$ cat src/rtl/uart_pkg.sv
// Shared UART types and constants for the transmit and receive paths.
// Define UART_TX_PARITY_EN to add the parity state to the transmitter.
package uart_pkg;

   localparam int   DIV_W_DEF = 16;
   localparam logic TXD_IDLE  = 1'b1;
   localparam logic TXD_START = 1'b0;

   typedef enum logic [2:0] {
      IDLE,
      FETCH,
      LOAD,
      START,
      DATA,
`ifdef UART_TX_PARITY_EN
      PARITY,
`endif
      STOP
   } tx_state_t;

endpackage

$ cat src/rtl/uart_baud_cnt.sv
// Loadable baud down-counter; tick marks the last cycle of a bit period.
// Reloads itself from div on every tick so bit periods chain seamlessly.
module uart_baud_cnt
   import uart_pkg::*;
#(
   parameter int DIV_W = DIV_W_DEF
) (
   input  logic             clk,
   input  logic             rst,
   input  logic             load,
   input  logic             en,
   input  logic [DIV_W-1:0] div,
   output logic             tick
);

   logic [DIV_W-1:0] cnt;

   always_ff @(posedge clk or posedge rst) begin
      if (rst) begin
         cnt <= '0;
      end else if (load) begin
         cnt <= div;
      end else if (en) begin
         cnt <= (cnt == '0) ? div : cnt - DIV_W'(1);
      end
   end

   assign tick = en && (cnt == '0);

endmodule

$ cat src/rtl/fifo_uart_tx.sv
// FIFO-draining UART transmitter, 8N1/8N2, LSB first, one pop per frame.
// Define UART_TX_PARITY_EN to add the parity_odd input and a parity bit.
module fifo_uart_tx
   import uart_pkg::*;
#(
   parameter int D_W   = 8,
   parameter int DIV_W = DIV_W_DEF
) (
   input  logic             rdclk,
   input  logic             rd_rst,
   input  logic             tx_en,
   input  logic [DIV_W-1:0] baud_div,
   input  logic             stop2,
   input  logic             rdempty,
   input  logic [D_W-1:0]   q,
`ifdef UART_TX_PARITY_EN
   input  logic             parity_odd,
`endif
   output logic             rdreq,
   output logic             txd,
   output logic             busy,
   output logic             tx_done
);

   localparam int BC_W = $clog2(D_W + 1);
   localparam logic [BC_W-1:0] LAST_BIT = BC_W'(D_W - 1);

   tx_state_t        state;
   tx_state_t        state_n;
   logic [D_W-1:0]   shreg;
   logic [DIV_W-1:0] div_q;
   logic             stop2_q;
   logic [BC_W-1:0]  bit_cnt;
   logic             tick;
   logic             cnt_load;
   logic             cnt_en;
`ifdef UART_TX_PARITY_EN
   logic             par_q;
`endif

   assign cnt_load = (state == LOAD);
   assign cnt_en   = (state != IDLE) && (state != FETCH)
                  && (state != LOAD);

   uart_baud_cnt #(
      .DIV_W(DIV_W)
   ) u_baud (
      .clk (rdclk),
      .rst (rd_rst),
      .load(cnt_load),
      .en  (cnt_en),
      .div (cnt_load ? baud_div : div_q),
      .tick(tick)
   );

   always_ff @(posedge rdclk or posedge rd_rst) begin
      if (rd_rst) begin
         state   <= IDLE;
         shreg   <= '0;
         div_q   <= '0;
         stop2_q <= 1'b0;
         bit_cnt <= '0;
`ifdef UART_TX_PARITY_EN
         par_q   <= 1'b0;
`endif
      end else begin
         state <= state_n;
         case (state)
            LOAD: begin
               shreg   <= q;
               div_q   <= baud_div;
               stop2_q <= stop2;
               bit_cnt <= '0;
`ifdef UART_TX_PARITY_EN
               par_q   <= (^q) ^ parity_odd;
`endif
            end
            DATA: begin
               if (tick) begin
                  shreg   <= shreg >> 1;
                  bit_cnt <= (bit_cnt == LAST_BIT)
                           ? '0 : bit_cnt + BC_W'(1);
               end
            end
            // bit_cnt counts stop periods here
            STOP: begin
               if (tick) begin
                  bit_cnt <= bit_cnt + BC_W'(1);
               end
            end
            default: ;
         endcase
      end
   end

   always_comb begin
      state_n = state;
      rdreq   = 1'b0;
      tx_done = 1'b0;
      txd     = TXD_IDLE;
      busy    = (state != IDLE);
      unique case (state)
         IDLE: begin
            if (tx_en && !rdempty) begin
               state_n = FETCH;
            end
         end
         FETCH: begin
            rdreq   = 1'b1;
            state_n = LOAD;
         end
         LOAD: begin
            state_n = START;
         end
         START: begin
            txd = TXD_START;
            if (tick) begin
               state_n = DATA;
            end
         end
         DATA: begin
            txd = shreg[0];
            if (tick && bit_cnt == LAST_BIT) begin
`ifdef UART_TX_PARITY_EN
               state_n = PARITY;
`else
               state_n = STOP;
`endif
            end
         end
`ifdef UART_TX_PARITY_EN
         PARITY: begin
            txd = par_q;
            if (tick) begin
               state_n = STOP;
            end
         end
`endif
         STOP: begin
            if (tick && (!stop2_q || bit_cnt == BC_W'(1))) begin
               tx_done = 1'b1;
               state_n = IDLE;
            end
         end
         default: begin
            state_n = IDLE;
         end
      endcase
   end

endmodule

$ cat config.mk
export PLATFORM = sky130hd
export DESIGN_NAME = fifo_uart_tx
export DESIGN_NICKNAME = d
export VERILOG_FILES = /design/src/rtl/uart_pkg.sv /design/src/rtl/uart_baud_cnt.sv /design/src/rtl/fifo_uart_tx.sv
export SDC_FILE = /design/constraint.sdc
export NUM_CORES = 1
export LEC_CHECK = 0
export CAP_MARGIN = 30
export CORE_MARGIN = 2
export CORE_UTILIZATION = 55
export CTS_BUF_LIST = sky130_fd_sc_hd__clkbuf_8 sky130_fd_sc_hd__clkbuf_16
export CTS_CLUSTER_SIZE = 28
export DETAILED_ROUTE_END_ITERATION = 12
export GPL_ROUTABILITY_DRIVEN = 0
export PLACE_DENSITY = 0.89
export RECOVER_POWER = 25
export SLEW_MARGIN = 0
export SYNTH_ARGS = -nofsm -noshare
export SYNTH_HDL_FRONTEND = slang
export SYNTH_SLANG_ARGS = --single-unit
$ cat constraint.sdc
create_clock -name rdclk -period 2.6 [get_ports rdclk]
set_clock_uncertainty 0.1 [all_clocks]
set_input_delay 0.52 -clock rdclk [delete_from_list [all_inputs] [get_ports rdclk]]
set_output_delay 0.52 -clock rdclk [all_outputs]
set_load 0.02 [all_outputs]
==> impl_metrics.csv <==
group,metric,value,unit
timing,max_slew_margin,0.213,
timing,max_clock_freq,0.394,GHz
routing,num_vias,2578,
logic_synthesis,synth_nets,340,
logic_synthesis,synth_area,2750,µm²
placed_design,post-place-ws,-0.0769,ns
routing,wl_per_cell,16.6,µm
timing,fin_tns_setup,0,ns
floorplanning,dieArea,5590,µm²
worst_hold_path,hold_depth,2,
critical_path,critPathMaxFanout,2,
timing,rsz0062_at_grt,"yes",
timing,final.setup.worst_slack,0.0648,ns
clock_network,path_clk_slew,0.09,ns
placed_design,io_buffers,32,
cells_and_area,num_antenna_cells,0,
floorplanning,coreArea,4790,µm²
logic_synthesis,yosys.area.top_type_share,0.436,
global_route,grt_util_met3,0.0428,
logic_synthesis,ys_top_cells_by_count,"48 x dfrtp_1, 48 x nand2_1, 29 x nor2_1, 19 x a21oi_1",
critical_path,worstReg2RegEnd,"u_baud.cnt[13]",
routing,first_pass_iters,5,
logic_synthesis,synth_area_leaders,"dfrtp_1 44%, nand2_1 6.5%, nor2_1 4.0%",
worst_hold_path,min-delay-start,"div_q[12]",
global_route,grt_pass1_vias,2467,
clock_network,tritoncts,"built",
power,p_per_area,743,nW/µm²
logic_synthesis,synthCells,307,
global_route,busiest_layer,"met2",
placed_design,place_area,3300,µm²
worst_hold_path,hp-class,"flip-flop to flip-flop",
cells_and_area,final_cell_count_no_fill,425,
logic_synthesis,avgSynthCellArea,8.97,µm²
clock_network,cts.sinks,48,
timing,fin_hold_ws,0.386,ns
floorplanning,pin_count,33,
clock_network,numCtsBuffers,5,
logic_synthesis,seq_area_frac_synth,0.436,
logic_synthesis,synth_edf_count,0,
status,outcome,"complete, no violations",
routing,drc_errors,0,
global_route,grt_start_max_net_pins,49,
global_route,grtUsageMet1,0.359,
worst_hold_path,hold_end,"div_q[12]",
timing,setup_viol,0,
logic_synthesis,yosysWarningCount,0,
global_route,grt_use_met2,0.449,
global_route,grt_util_all_layers,0.271,
logic_synthesis,synth_ff_type,"dfrtp_1",
critical_path,critical_path_class,"flip-flop to primary output",
power,leakage,1.45,nW
clock_network,cts.path.max_buffers,2,
critical_path,cp.required,1.98,ns
placed_design,dp_hpwl,4.99,mm
critical_path,r2r-start,"u_baud.cnt[1]",
critical_path,ff2ff_setup_slack,0.37,ns
logic_synthesis,yosys.area.top_type,"dfrtp_1",
logic_synthesis,synth_seq_cells,48,
critical_path,reg2reg_depth,7,
timing,hold_viol,0,
routing,avgViaCountPerCell,6.07,
cells_and_area,fin_area,3410,µm²
floorplanning,die_height,74.7,µm
clock_network,worstSkewPairLatency,0.31,ns
cells_and_area,layout-drive-gt1-share,0.187,
clock_network,htree_levels,2,
global_route,overflow,0,
logic_synthesis,synth.distinct_cells,58,
power,ir_drop,470,µV
clock_network,root_buffer,"clkbuf_8",
critical_path,worst_setup_path_end_kind,"primary output",
cells_and_area,nNetsFinal,390,
clock_network,postCtsHoldBufs,0,
critical_path,worstSetupStartpointType,"flip-flop",
timing,worstMarginPinSlew,1.18,ns
critical_path,worstPathArrival,1.92,ns
logic_synthesis,synthArstFlopShare,1.00,
timing,slew_violations,0,
global_route,antenna_found_initial,0,
cells_and_area,area_growth_syn_to_layout,23.8,%
routing,drtAntennaViolNets,0,
floorplanning,start_util,0.575,
timing,period_minus_slack,2.54,ns
floorplanning,die_w,74.7,µm
timing,finalCritPeriodShare,0.975,
floorplanning,num_rows,25,
placed_design,place_inst,415,
routing,finalWirelength,7.06,mm
cells_and_area,n_fill_cell,355,
job,maxCapViolCount,0,
global_route,grt_pass1_wl,11.5,mm
routing,first_iter_violations,184,
==> worst max-delay path by stage <==
stage,slack [ns],endpoint,from,cells after the start
CTS,0.04,txd,state[1],4
detailed placement,-0.08,tx_done,u_baud.cnt[1],7
floorplan,0.25,tx_done,u_baud.cnt[0],7
global placement,-0.02,tx_done,u_baud.cnt[0],7
global route,-0.02,tx_done,u_baud.cnt[1],7
finish,0.06,tx_done,u_baud.cnt[0],7
==> what timing repair did <==
| action | CTS | global route |
|---|---|---|
| resized for setup | 4 | 7 |
| setup buffers | 0 | 2 |
| pin swaps | 2 | 2 |
| setup endpoints to repair | 1 | 2 |
==> area by class of cell <==
| class | count | area [µm²] | share of cell area |
|---|---|---|---|
| clock buffers | 6 | 82.6 | 0.0242 |
| multi-input cells | 230 | 1430 | 0.421 |
| well taps | 67 | 83.8 | 0.0246 |
| flip-flops and latches | 48 | 1200 | 0.353 |
| clock inverters | 2 | 11.3 | 0.00331 |
| repair buffers | 65 | 567 | 0.166 |
| inverters | 7 | 26.3 | 0.00771 |
==> routing by layer <==
metal,share of wire,vias to the layer above
li1,-,1200
met1,0.41,1239
met2,0.50,126
met5,0,-
met4,0.021,0
met3,0.069,13
==> cell families (layout without fill, tap and decap cells) <==
group                      after synthesis  in the layout  share of synthesized area
and+or+nand+nor                        133            133                      0.248
AOI/OAI and AO/OA                       83             83                      0.212
DFF                                     48             48                      0.436
muxes                                    6              6                     0.0236
adders and majority gates                4              4                     0.0182
xor gates and xnor gates                 4              4                     0.0127
buffers and inverters                   29             80                     0.0491
==> power by group <==
group / switching [mW] / internal, mW / leakage (nW)
Combinational: 0.448 / 0.474 / 0.830
Sequential: 0.163 / 0.977 / 0.573
Clock: 0.257 / 0.213 / 0.0486
==> through the flow <==
| step | power, mW | utilization |
|---|---|---|
| after floorplan | 1.67 | - |
| after detailed placement | 2.03 | 0.689 |
| after CTS | 2.50 | 0.708 |
| final | 2.53 | 0.712 |
| after global routing | 2.68 | 0.712 |
| after global placement | 1.97 | 0.689 |
==> worst max-delay path, cell delays in order, from the launching register on <==
cell	delay, ns
dfrtp_1	0.40
inv_2	0.08
ha_4	0.13
nor4b_4	0.28
nand4_2	0.17
nor3_2	0.22
and3_1	0.19
buf_6	0.12
==> layout by cell type, fill, tap and decap left out, types with 3 or more instances in the layout <==
cell type	instances
dfrtp_1	47
a311oi_1	3
nand4_1	3
a21oi_1	19
nor2b_1	6
ha_1	3
inv_1	5
nor2_1	29
a21oi_2	7
clkbuf_8	6
o31ai_1	3
mux2_2	3
nand3_1	5
nor3b_1	3
xnor2_1	3
nand2_1	48
buf_4	32
nand2b_1	3
a31oi_1	4
clkdlybuf4s50_1	30
or3_1	4
nor3_1	12
o21ai_1	7
a221o_1	6
o22ai_1	12
==> flip-flops by register name, summed over array words and instances (netlist names) <==
register and flops:
stop2_q 1, state 3, u_baud.cnt 16, div_q 16, bit_cnt 4, shreg 8
Note: power is estimated with default switching activity, not from simulation.
